--- src/rtl/top_pin_scan_driver_if.sv ---
// Bit-serial stimulus/response link between the test host and top_pin_scan_driver.
interface top_pin_scan_driver_if;
  logic si_data;
  logic si_valid;
  logic si_ready;
  logic so_data;
  logic so_valid;
  logic so_ready;

  modport master (
    output si_data, si_valid, so_ready,
    input  si_ready, so_data, so_valid
  );

  modport slave (
    input  si_data, si_valid, so_ready,
    output si_ready, so_data, so_valid
  );
endinterface

--- src/rtl/top_pin_scan_driver.sv ---
// Deserializes a stimulus frame onto top's input pins, waits a settle time,
// captures top's outputs and serializes the response back over the link.
module top_pin_scan_driver #(
  parameter int unsigned IN_W       = 4,
  parameter int unsigned OUT_W      = 3,
  parameter int unsigned SETTLE_CYC = 2
) (
  input  logic                   clk,
  input  logic                   reset,
  top_pin_scan_driver_if.slave   lnk,
  output logic                   drive_in0,
  output logic                   drive_in1,
  output logic [1:0]             drive_bus_in,
  input  logic                   sense_out0,
  input  logic [1:0]             sense_bus_out,
  output logic                   busy,
  output logic                   frame_done
);

  localparam int unsigned MAXW = (IN_W > OUT_W) ? IN_W : OUT_W;
  localparam int unsigned CW   = $clog2(MAXW + 1);

  typedef enum logic [2:0] {
    IDLE,
    SHIFT_IN,
    APPLY,
    SETTLE,
    CAPTURE,
    SHIFT_OUT
  } state_t;

  state_t             r_state;
  state_t             w_next;
  logic [CW-1:0]      r_cnt;
  logic [7:0]         r_scnt;
  logic [IN_W-1:0]    r_in_sr;
  logic [OUT_W-1:0]   r_out_sr;
  logic [IN_W-1:0]    r_drive;

  logic               w_si_ready;
  logic               w_so_valid;
  logic               w_so_data;
  logic               w_frame_done;
  logic               w_sel_bit;

  always_ff @(posedge clk) begin
    if (reset) begin
      r_state <= IDLE;
    end else begin
      r_state <= w_next;
    end
  end

  // Response bit currently addressed by the shared bit counter.
  always_comb begin
    w_sel_bit = 1'b0;
    for (int unsigned i = 0; i < OUT_W; i++) begin
      if (r_cnt == CW'(i)) w_sel_bit = r_out_sr[i];
    end
  end

  always_comb begin
    w_next       = r_state;
    w_si_ready   = 1'b0;
    w_so_valid   = 1'b0;
    w_so_data    = 1'b0;
    w_frame_done = 1'b0;
    case (r_state)
      IDLE: begin
        w_si_ready = 1'b1;
        if (lnk.si_valid) w_next = (IN_W == 1) ? APPLY : SHIFT_IN;
      end
      SHIFT_IN: begin
        w_si_ready = 1'b1;
        if (lnk.si_valid && (r_cnt == CW'(IN_W - 1))) w_next = APPLY;
      end
      APPLY:   w_next = SETTLE;
      SETTLE:  if (r_scnt == 8'd0) w_next = CAPTURE;
      CAPTURE: w_next = SHIFT_OUT;
      SHIFT_OUT: begin
        w_so_valid = 1'b1;
        w_so_data  = w_sel_bit;
        if (lnk.so_ready && (r_cnt == CW'(OUT_W - 1))) begin
          w_frame_done = 1'b1;
          w_next       = IDLE;
        end
      end
      default: w_next = IDLE;
    endcase
  end

  always_ff @(posedge clk) begin
    if (reset) begin
      r_cnt    <= '0;
      r_scnt   <= '0;
      r_in_sr  <= '0;
      r_out_sr <= '0;
      r_drive  <= '0;
    end else begin
      case (r_state)
        IDLE: begin
          if (lnk.si_valid) begin
            r_in_sr[0] <= lnk.si_data;
            r_cnt      <= CW'(1);
          end
        end
        SHIFT_IN: begin
          if (lnk.si_valid) begin
            for (int unsigned i = 0; i < IN_W; i++) begin
              if (r_cnt == CW'(i)) r_in_sr[i] <= lnk.si_data;
            end
            r_cnt <= r_cnt + CW'(1);
          end
        end
        APPLY: begin
          r_drive <= r_in_sr;
          r_scnt  <= 8'(SETTLE_CYC - 1);
        end
        SETTLE: begin
          if (r_scnt != 8'd0) r_scnt <= r_scnt - 8'd1;
        end
        CAPTURE: begin
          r_out_sr <= {sense_bus_out, sense_out0};
          r_cnt    <= '0;
        end
        SHIFT_OUT: begin
          if (lnk.so_ready) r_cnt <= r_cnt + CW'(1);
        end
        default: ;
      endcase
    end
  end

  assign lnk.si_ready = w_si_ready;
  assign lnk.so_valid = w_so_valid;
  assign lnk.so_data  = w_so_data;
  assign frame_done   = w_frame_done;
  assign busy         = (r_state != IDLE);
  assign drive_in0    = r_drive[0];
  assign drive_in1    = r_drive[1];
  assign drive_bus_in = r_drive[3:2];

endmodule

--- src/flat_wrapper.sv ---
// flat-port wrapper written by rule: the top's interface ports become plain ports
module top_pin_scan_driver_flat 
#(
  parameter int unsigned IN_W       = 4,
  parameter int unsigned OUT_W      = 3,
  parameter int unsigned SETTLE_CYC = 2
)
  (clk, reset, drive_in0, drive_in1, drive_bus_in, sense_out0, sense_bus_out, busy, frame_done, lnk_si_data, lnk_si_valid, lnk_so_ready, lnk_si_ready, lnk_so_data, lnk_so_valid);
  top_pin_scan_driver_if lnk_i ();
  input  logic clk;
  input  logic reset;
  output logic drive_in0;
  output logic drive_in1;
  output logic [1:0] drive_bus_in;
  input  logic sense_out0;
  input  logic [1:0] sense_bus_out;
  output logic busy;
  output logic frame_done;
  input wire logic [$bits(lnk_i.si_data)-1:0] lnk_si_data;
  input wire logic [$bits(lnk_i.si_valid)-1:0] lnk_si_valid;
  input wire logic [$bits(lnk_i.so_ready)-1:0] lnk_so_ready;
  output wire logic [$bits(lnk_i.si_ready)-1:0] lnk_si_ready;
  output wire logic [$bits(lnk_i.so_data)-1:0] lnk_so_data;
  output wire logic [$bits(lnk_i.so_valid)-1:0] lnk_so_valid;
  assign lnk_i.si_data = lnk_si_data;
  assign lnk_i.si_valid = lnk_si_valid;
  assign lnk_i.so_ready = lnk_so_ready;
  assign lnk_si_ready = lnk_i.si_ready;
  assign lnk_so_data = lnk_i.so_data;
  assign lnk_so_valid = lnk_i.so_valid;
  top_pin_scan_driver #(.IN_W(IN_W), .OUT_W(OUT_W), .SETTLE_CYC(SETTLE_CYC)) u_core (.clk(clk), .reset(reset), .lnk(lnk_i), .drive_in0(drive_in0), .drive_in1(drive_in1), .drive_bus_in(drive_bus_in), .sense_out0(sense_out0), .sense_bus_out(sense_bus_out), .busy(busy), .frame_done(frame_done));
endmodule
--- config.mk ---
export PLATFORM = sky130hd
export DESIGN_NAME = top_pin_scan_driver_flat
export DESIGN_NICKNAME = d
export VERILOG_FILES = /design/src/rtl/top_pin_scan_driver_if.sv /design/src/rtl/top_pin_scan_driver.sv /design/src/flat_wrapper.sv
export SDC_FILE = /design/constraint.sdc
export NUM_CORES = 1
export LEC_CHECK = 0
export CAP_MARGIN = 20
export CORE_MARGIN = 2
export CORE_UTILIZATION = 35
export CTS_BUF_LIST = sky130_fd_sc_hd__clkbuf_4 sky130_fd_sc_hd__clkbuf_8
export DETAILED_ROUTE_END_ITERATION = 10
export PLACE_DENSITY = 0.52
export SLEW_MARGIN = 0
export SYNTH_ARGS = -nofsm -noshare
export SYNTH_HDL_FRONTEND = slang
export SYNTH_SLANG_ARGS = --single-unit
--- constraint.sdc ---
create_clock -name clk -period 1.8 [get_ports clk]
set_clock_uncertainty 0.05 [all_clocks]
set_input_delay 0.27 -clock clk [delete_from_list [all_inputs] [get_ports clk]]
set_output_delay 0.27 -clock clk [all_outputs]
set_load 0.02 [all_outputs]
# Word-level counts from Yosys, hierarchy flattened
# Cells that the tools add are included.
dict set report op_classes {
  n_addsub 2
  multipliers 0
  div_mod_pow 0
  order_cmp 0
  n_eq_ne 16
  shifts 0
  mux 22
  bitwise_logic 0
  reduce_logical 18
}
# operator count
set op_table {}
lappend op_table {{two-way mux 3 bit} 6}
lappend op_table {{one-hot mux 3 bit (6 select lines)} 1}
lappend op_table {{one-hot mux 8 bit (2 select lines)} 1}
lappend op_table {{== test 3 x 2 -> 1 bit, second input constant} 4}
lappend op_table {{one-hot mux 3 bit (4 select lines)} 1}
lappend op_table {{AND reduction 4 bit} 3}
lappend op_table {{two-way mux 1 bit} 11}
lappend op_table {{!= test 2 x 1 -> 1 bit, second input constant} 5}
lappend op_table {{AND reduction 3 bit} 3}
lappend op_table {{logical NOT 8 bit} 1}
lappend op_table {{two-way mux 8 bit} 1}
lappend op_table {{nonzero test 8 bit} 1}
lappend op_table {{subtractor 8 x 1 -> 8 bit, second input constant} 1}
lappend op_table {{== test 3 x 1 -> 1 bit, second input constant} 2}
lappend op_table {{== test 3 bit, second input constant} 2}
lappend op_table {{logical NOT 3 bit} 2}
lappend op_table {{!= test 2 bit, second input constant} 3}
lappend op_table {{nonzero test 2 bit} 2}
lappend op_table {{nonzero test 4 bit} 1}
lappend op_table {{adder 3 x 1 -> 3 bit, second input constant} 1}
lappend op_table {{nonzero test 3 bit} 1}
lappend op_table {{logical AND 1 bit} 2}
lappend op_table {{one-hot mux 1 bit (2 select lines)} 1}
lappend op_table {{AND reduction 2 bit} 1}
lappend op_table {{OR reduction 2 bit} 1}
dict set report word_totals {
  reg_bits 25
  latch_bits 0
  ram_bits 0
  mem_bits_ro 0
  output_inout_bits 9
  word_cells 67
  memories 0
}

# Logic depth before layout (Yosys ltp)
# Gate-level depths: netlist (run 1).
dict set report depth {
  ltp_word 5
  ltp_mapped 6
}

# Worst setup path before layout (run 1)
# OpenSTA, ideal clock, no wires.
dict set report synth_timing {
  path_type {reg-to-output}
  startpoint {register u_core.r_cnt[1]}
  endpoint {output lnk_so_data}
  t_arrival_ns 1.382
  setup_slack_ns 0.098
  path_stages_with_launch 7
  cell_sequence {dfxtp_1 > inv_1 > ha_1 > nand3b_1 > a21oi_1 > a21oi_1 > nor3_1}
}
dict set report synth_via {
  elab_chain_len 5
}
# item line
set synth_rtl {}
lappend synth_rtl {{from (decl)} top_pin_scan_driver.sv:34} ;# logic [CW-1:0] r_cnt;
lappend synth_rtl {{from (signal assigned)} top_pin_scan_driver.sv:112} ;# r_cnt <= r_cnt + CW'(1);
lappend synth_rtl {{from (signal assigned)} top_pin_scan_driver.sv:127} ;# if (lnk.so_ready) r_cnt <= r_cnt + CW'(1);
lappend synth_rtl {{logical NOT 3 bit} top_pin_scan_driver.sv:58} ;# if (r_cnt == CW'(i)) w_sel_bit = r_out_sr[i];
lappend synth_rtl {{two-way mux 1 bit (2 in series)} top_pin_scan_driver.sv:58}
lappend synth_rtl {{two-way mux 1 bit (*)} top_pin_scan_driver.sv:58}
lappend synth_rtl {{two-way mux 1 bit (*)} top_pin_scan_driver.sv:68} ;# case (r_state)
lappend synth_rtl {{to (decl)} flat_wrapper.sv:23} ;# output wire logic [$bits(lnk_i.so_data)-1:0] lnk_so_data;
# Mark *: on every way between the ends. The rest lies on a longest branch, timed or not.

# Worst setup path after layout (run 1)
# Same ends and word-level chain as after synthesis.

==> results of run 1 <==
==> through the flow <==
stage	std cells	instance area, um^2	setup slack (ns)	hold WS (ns)	setup TNS, ns
after floorplan	156	1390	0.0981	0.356	0
after global placement	232	1710	-0.133	0.400	-0.195
after detailed placement	232	1710	-0.158	0.397	-0.235
after CTS	236	1760	0.000513	0.412	0
after global routing	236	1830	-0.183	0.444	-0.183
final	236	1830	-0.0472	0.410	-0.0472
==> worst max path at each step <==
stage	depth (start not counted)	end	slack (ns)
finish	8	lnk_so_data	-0.05
global route	8	lnk_so_data	-0.18
CTS	7	lnk_so_data	0.0005
detailed placement	7	lnk_so_data	-0.16
global placement	7	lnk_so_data	-0.13
floorplan	6	lnk_so_data	0.1
==> per-layer routing <==
layer,vias up,wire length [um],part of all wire [%]
li1,604,-,-
met1,556,1360,45
met2,29,1520,50
met3,2,141,4.6
met4,0,20,0.66
met5,-,0,0
==> Yosys cell counts (2+ instances only) <==
cell	number
dfxtp_1	25
nor2_1	23
inv_1	11
mux2i_1	11
nand2_1	11
a21oi_1	10
ha_1	7
nand3_1	6
o21ai_0	5
a211oi_1	4
xnor2_1	4
a31oi_1	3
buf_2	3
nor3_1	3
buf_4	2
nand2b_1	2
nor2b_1	2
==> flip-flops by register name, indices dropped and copies added (netlist names) <==
signal           count
u_core.r_scnt        8
u_core.r_drive       4
u_core.r_in_sr       4
u_core.r_cnt         3
u_core.r_out_sr      3
u_core.r_state       3
==> worst register-to-register path, cell delays in order, from the launching register on <==
cell,delay [ns]
dfxtp_1,0.37
inv_1,0.09
ha_1,0.21
nor3b_4,0.19
a21oi_2,0.29
nor2_1,0.10
a211oi_1,0.26
==> placed cells by master, fill, tap and decap left out, drive strengths merged, types with 2 or more instances in the layout <==
cell / instances
dfxtp: 25
nor2: 24
buf: 21
inv: 12
nand2: 11
mux2i: 11
clkdlybuf4s50: 11
a21oi: 11
ha: 7
nand3: 6
o21ai: 5
xnor2: 4
a211oi: 4
nor3: 4
a31oi: 3
clkbuf: 3
nand2b: 2
nor3b: 2
dlygate4sd2: 2
nor2b: 2
nand3b: 2
nor4: 2
==> final cells by class <==
type,instances,area share [%]
repair buffers,35,16.3
inverters,11,2.25
clock inverters,1,0.478
multi-input cells,113,48.0
flip-flops and latches,25,27.4
clock buffers,3,2.25
well taps,48,3.28
==> power groups by stage <==
stage / clock network [mW] / registers [mW] / logic (mW)
6_report: 0.347 / 0.582 / 0.237
5_1_grt: 0.396 / 0.584 / 0.258
2_1_floorplan: 0 / 0.588 / 0.140
3_5_place_dp: 0 / 0.592 / 0.223
4_1_cts: 0.370 / 0.579 / 0.222
3_3_place_gp: 0 / 0.591 / 0.222
==> timing repair <==
item,CTS,global route
pin swaps,1,2
setup endpoints to repair,5,6
cloned,0,0
hold buffers,0,0
resized for setup,13,17
==> logic make-up after synthesis <==
| logic type | after synthesis | synth area share, % |
|---|---|---|
| AOI/OAI and AO/OA | 28 | 13.2 |
| xor gates and xnor gates | 4 | 2.52 |
| adders and majority gates | 7 | 6.31 |
| buffers and inverters | 18 | 5.67 |
| DFF | 25 | 36.0 |
| muxes | 12 | 8.74 |
| and+or+nand+nor | 62 | 27.5 |
==> metrics, run 1 <==
status=finished with violations; failing checks=setup timing; maximum clock frequency=0.541 GHz; synthesized cell area=0.00139 mm^2; Critical Path Source=u_core.r_cnt[1]$_SDFFE_PP0P_; wire length per cell=about 13 um; Flop pwr share=49.9%; Slew Limit Fails=0; Seq cells post-synth=25; Worst Hold Class=reg2reg; DRC violations left=0; post-CTS setup buffer count=0; die height=around 67 um; worst setup margin=-0.0472 ns; Worst Hold Launch=u_core.r_in_sr[2]$_SDFFE_PP0P_; total congestion overflow=0; Detail Route Antenna Nets=0; Max clock buf depth=2; FFs w/ async S/R, synth=0%; drt first pass iters=4; Max IR drop VDD=between 0.4 and 0.5 mV; Worst R2R Start=u_core.r_scnt[1]$_SDFFE_PP0P_; Num CTS Buffers=3; CP arrival=roughly 1.5 ns; synth top area cells=dfxtp_1 36%, mux2i_1 7.9%, ha_1 6.3%; worst slew pin tran=0.468 ns; Synth area leader=dfxtp_1; initial antenna violation count=0; DR iter-0 viols=93; Top Ports=17; Vias/cell=5.05; CTS clk-pin slew, worst paths=0.10 ns; RSZ-0062 raised after global routing=true; area of the multi-input gates=880 um^2; CP Launch Type=flop; H-tree depth=1; Clock power frac=roughly 30%; Max-cap violations=0; Post-synth EDFFs=0; R2R depth=6; floorplan core area=between 0.003 and 0.004 mm^2; Syn Nets=roughly 170; Die Area=0.00449 mm^2; Final Critical Period=around 1.8 ns; Logic pwr share=20.3%; GR met3 Demand/Resource=4.73%; R2R Setup Slk=approximately 0.15 ns; cell area power density=636 mW/mm^2; FF+latch area=around 500 um^2; NumNets Final=204; clock root buffer=clkbuf_8; gr busiest metal=met2; share of cells above drive strength 1=between 20% and 30%; Tcrit/Tclk final=103%; Hold Vio Cnt, Final=0; Worst Hold Endpoint=u_core.r_in_sr[2]$_SDFFE_PP0P_; Worst EP required=around 1.5 ns; share of the synthesized area in the top cell type=36.0%; final WL=3040 um; Die Span X=67.0 um; Slew headroom=68.6%; Hold Path Cell Cnt=2; met2 Track Usage GR=27.4%; first-pass GRT wire length=5230 um; critical path endpoint category=output port; Clock Sinks=25; Final setup viols=1; switching power total=0.320 mW; Internal=0.846 mW; CP Buf/Inv Count=3; number of fill cells=364; CP max stage delay=~0.34 ns; Lkg Pwr=0.739 nW; CP Max Fanout=2; synthesis warning total=0; Post-Syn Area per Cell=8.90 um^2; main flop type after synthesis=dfxtp_1; n_diodes=0; routability cong.=0.849; critical path class=reg2out; via count=around 1200; Overall Power=between 1 and 1.5 mW; Worst path top cell family by delay=buffers and inverters; CTS tree=yes; slowest CP cell=dfxtp_2; grt met1 use=approximately 18%; vias in the first global route=1177; # rows=22; worst path cell trace=inv_2 -> buf_6 -> ha_4 -> nand3b_1 -> a21oi_2 -> a21oi_1 -> nor3_1 -> buf_2; Starting Density=37.1%; worst-skew pair later-pin latency=0.27 ns; largest net degree at the start of global routing=17; DP Wirelength=between 2000 and 2500 um; Switching Fraction=between 20% and 30%; gr usage total=15.4%; post-synthesis sequential area ratio=36.0%; post-synth cell types=41; Post-Syn Instances=156; Worst R2R End=u_core.r_state[0]$_SDFFE_PP0P_; Port-buffer cells=16; Area growth, synth to finish=32.0%; fin util=between 40% and 50%
Note: power is estimated with default switching activity, not from simulation.
==> run 2: changes to the inputs <==
--- a/config.mk
+++ b/config.mk
@@ -5,6 +5,7 @@
 export SDC_FILE = /design/constraint.sdc
 export NUM_CORES = 1
 export LEC_CHECK = 0
+export ABC_AREA = 1
 export CAP_MARGIN = 20
 export CORE_MARGIN = 2
 export CORE_UTILIZATION = 35
==> run 2 against run 1 <==
  * The run now ends clean
  * Sequential power is 8.8% higher
  * Synthesized cell count grew 26%
  * First-iteration DRC count decreased by 80%
  * Fmax rose by 7.6%
  * Sequential share of layout area increased by 1.4 points
  * Register-to-register slack better by 0.12 ns
  * Cell count is 18% higher
  * Flip-flop and latch count stayed put
  * Design area down 4.4%
  * Critical path depth down 1
  * Critical endpoint unchanged
==> metrics, run 2 <==
DP Wirelength=2400 um (+2.9%); R2R Setup Slk=0.27 ns (+0.12 ns); Final Critical Period=1.72 ns (-0.130 ns); Slew Limit Fails=0 (unchanged); synth top area cells=dfxtp_1 36%, nor2_1 10%, nand2_1 8.2%; Num CTS Buffers=3 (unchanged); Max IR drop VDD=0.372 mV (-12%); fin area=0.00175 mm^2 (-4.4%); Vias/cell=4.54 (-10%); cell area power density=794 mW/mm^2 (+25%); worst slew pin tran=0.408 ns (-0.0597 ns); proportion of synthesized area in mux cells=0% (-8.7 points); slowest CP cell=dfxtp_2; Port-buffer cells=16 (unchanged); post-synth cell types=25 (-39%); Post-Layout Cell Count=279 (+18%); share of cells above drive strength 1=23.4% (-1.6 points); synthesis warning total=0 (unchanged); Post-Syn Area per Cell=7.00 um^2 (-21%); CTS tree=yes; maximum clock frequency=0.582 GHz (+7.6%); most frequent cells after synthesis=38 x nor2_1, 30 x nand2_1, 27 x inv_1, 25 x dfxtp_1, 16 x o21ai_0; total congestion overflow=0 (unchanged); Synth Area in Compound Gates=12.7% (-0.54 points); largest register by flop count=u_core.r_scnt; CP max stage delay=0.34 ns (about the same); final WL=2990 um (-1.5%); Tcrit/Tclk final=95.4% (-7.2 points); CP Launch Type=flop; largest net degree at the start of global routing=16 (-1); largest registers=u_core.r_scnt x8, u_core.r_drive x4, u_core.r_in_sr x4; Hold Vio Cnt, Final=0 (unchanged); main combinational cell family by area after synthesis=simple AND/OR/NAND/NOR gates; via count=1267 (+6.4%); share of the synthesized area in the top cell type=36.3% (+0.26 points); Slew headroom=72.8% (+4.2 points); Die Area=0.00446 mm^2 (-0.67%); FFs w/ async S/R, synth=0% (unchanged); placed cell count=275 (+19%); Synth Area in Adders=6.35% (+0.046 points); CP Buf/Inv Count=4 (+1); routability cong.=0.843 (-0.80%); Syn Nets=212 (+24%); Synth Area in Simple Gates=34.1% (+6.6 points); Die Span X=66.8 um (-0.34%); number of fill cells=388 (+6.6%); worst-skew pair later-pin latency=0.27 ns (about the same); Final setup viols=0 (-1); post-synthesis sequential area ratio=36.3% (+0.26 points); Area growth, synth to finish=27.0%; gr usage total=15.6% (+0.22 points); Seq cells post-synth=25 (unchanged); fin util=47.1% (-1.8 points); floorplan core area=0.00372 mm^2 (-0.74%); commonest non-fill, non-tap cell in the layout=nor2_1; critical path class=reg2out; Max-cap violations=0 (unchanged); RSZ-0062 raised after global routing=true; Max clock buf depth=2 (unchanged); die height=66.8 um (-0.34%); DRC violations left=0 (unchanged); main flop type after synthesis=dfxtp_1; vias in the first global route=1285 (+9.2%); worst path cell trace=inv_1 -> ha_2 -> inv_1 -> nor2_2 -> inv_2 -> a31oi_1 -> buf_4; DR iter-0 viols=19 (-80%); Worst path top cell family by delay=flip-flops; n_diodes=0 (unchanged); post-CTS setup buffer count=0 (unchanged); most numerous cell in the Yosys netlist=nor2_1; CP arrival=1.40 ns (-0.13 ns); Post-Syn Instances=197 (+26%); initial antenna violation count=0 (unchanged); Worst Hold Class=reg2reg; H-tree depth=1 (unchanged); critical path endpoint category=output port; NumNets Final=247 (+21%); XOR/XNOR share of the synthesized area=0% (-2.5 points); Placed Area=0.00169 mm^2 (-1.2%); Lkg Pwr=0.768 nW (+3.9%); CP Max Fanout=3 (+1); CTS clk-pin slew, worst paths=0.09 ns (about the same); Clock Sinks=25 (unchanged); clock root buffer=clkbuf_8; Synth area leader=dfxtp_1; most used cell, CP=inv_1; Detail Route Antenna Nets=0 (unchanged); synthesized cell area=0.00138 mm^2 (-0.72%); drt first pass iters=4 (unchanged); # rows=22 (unchanged); wire length per cell=10.7 um (-17%); max FFs per register=8 (unchanged); Post-synth EDFFs=0 (unchanged); Worst EP required=1.48 ns (about the same); Top Ports=17 (unchanged); most frequent cells in the layout=36 x nor2_1, 30 x nand2_1, 24 x inv_1; Starting Density=37.1% (about the same); status=finished, final reports clean; first-pass GRT wire length=5310 um (+1.6%)
[run 2: changes by cell type after synthesis, moves of 4 or more]
cell,before,now
nand3_1,6,10
nor2_1,23,38
inv_1,11,27
nand2_1,11,30
o21ai_0,5,16
nand2_2,0,4
a211oi_1,4,0
inv_2,0,5
xnor2_1,4,0
mux2i_1,11,0
nor2_2,1,5
[run 2: cells by family (layout without fill, tap and decap cells)]
kind of cell             count (synthesis)  count (layout)
flip-flops                              25              25
AND/OR/NAND/NOR                        100             100
buffers and inverters                   34              68
AO/OA/AOI/OAI                           31              31
adder cells (fa/ha/maj)                  7               7
[run 2: power by group]
part	switching (mW)	internal [mW]
clock network	0.185	0.157
registers	0.0369	0.596
logic	0.243	0.174
[run 2: per-layer routing]
layer  track usage (%)  vias to the layer above  wire length [um]
met4              5.36                        0                23
met2              30.6                        9              1550
met3              2.03                        2                50
met5                 0                        -                 0
met1              16.9                      563              1370
li1                  -                      693                 -
[run 2: cell type report]
type / count / area (um^2) / area share, %
clock buffer: 3 / 41.3 / 2.36
clock inverter: 1 / 7.51 / 0.429
inverter: 32 / 120 / 6.86
multi-input combinational: 138 / 748 / 42.7
sequential: 25 / 505 / 28.9
tap: 48 / 60.1 / 3.43
timing repair buffer: 32 / 269 / 15.4
[run 2: worst paths after layout]
kind                                  start                              to  cells after the start
max            u_core.r_cnt[0]$_SDFFE_PP0P_                     lnk_so_data                      7
max reg2reg   u_core.r_scnt[0]$_SDFFE_PP0P_   u_core.r_scnt[4]$_SDFFE_PP0P_                      9
min          u_core.r_in_sr[0]$_SDFFE_PP0P_  u_core.r_in_sr[0]$_SDFFE_PP0P_                      2
min reg2reg  u_core.r_in_sr[0]$_SDFFE_PP0P_  u_core.r_in_sr[0]$_SDFFE_PP0P_                      2
[run 2: metrics by stage]
step	hold slack [ns]	TNS, ns	power [mW]	worst slack (ns)
2_1_floorplan	0.289	0	0.906	0.134
3_3_place_gp	0.397	-0.199	1.05	-0.124
5_1_grt	0.426	-0.0444	1.49	-0.0444
4_1_cts	0.415	-0.200	1.40	-0.166
3_5_place_dp	0.401	-0.216	1.06	-0.136
6_report	0.412	0	1.39	0.0826
[run 2: worst reg2reg max path: stages (launching register included)]
cell	delay, ns
dfxtp_1	0.32
inv_1	0.14
ha_1	0.16
nand2_1	0.08
o21ai_4	0.25
nand2_4	0.16
nand2_1	0.13
nand2_1	0.05
nand2_1	0.05
nor2_1	0.04
[run 2: what timing repair did]
action                                  CTS  global route
pin swaps                                 0             2
endpoints found under the setup margin    5             2
hold buffers                              0             0
gates resized for setup                   9            16
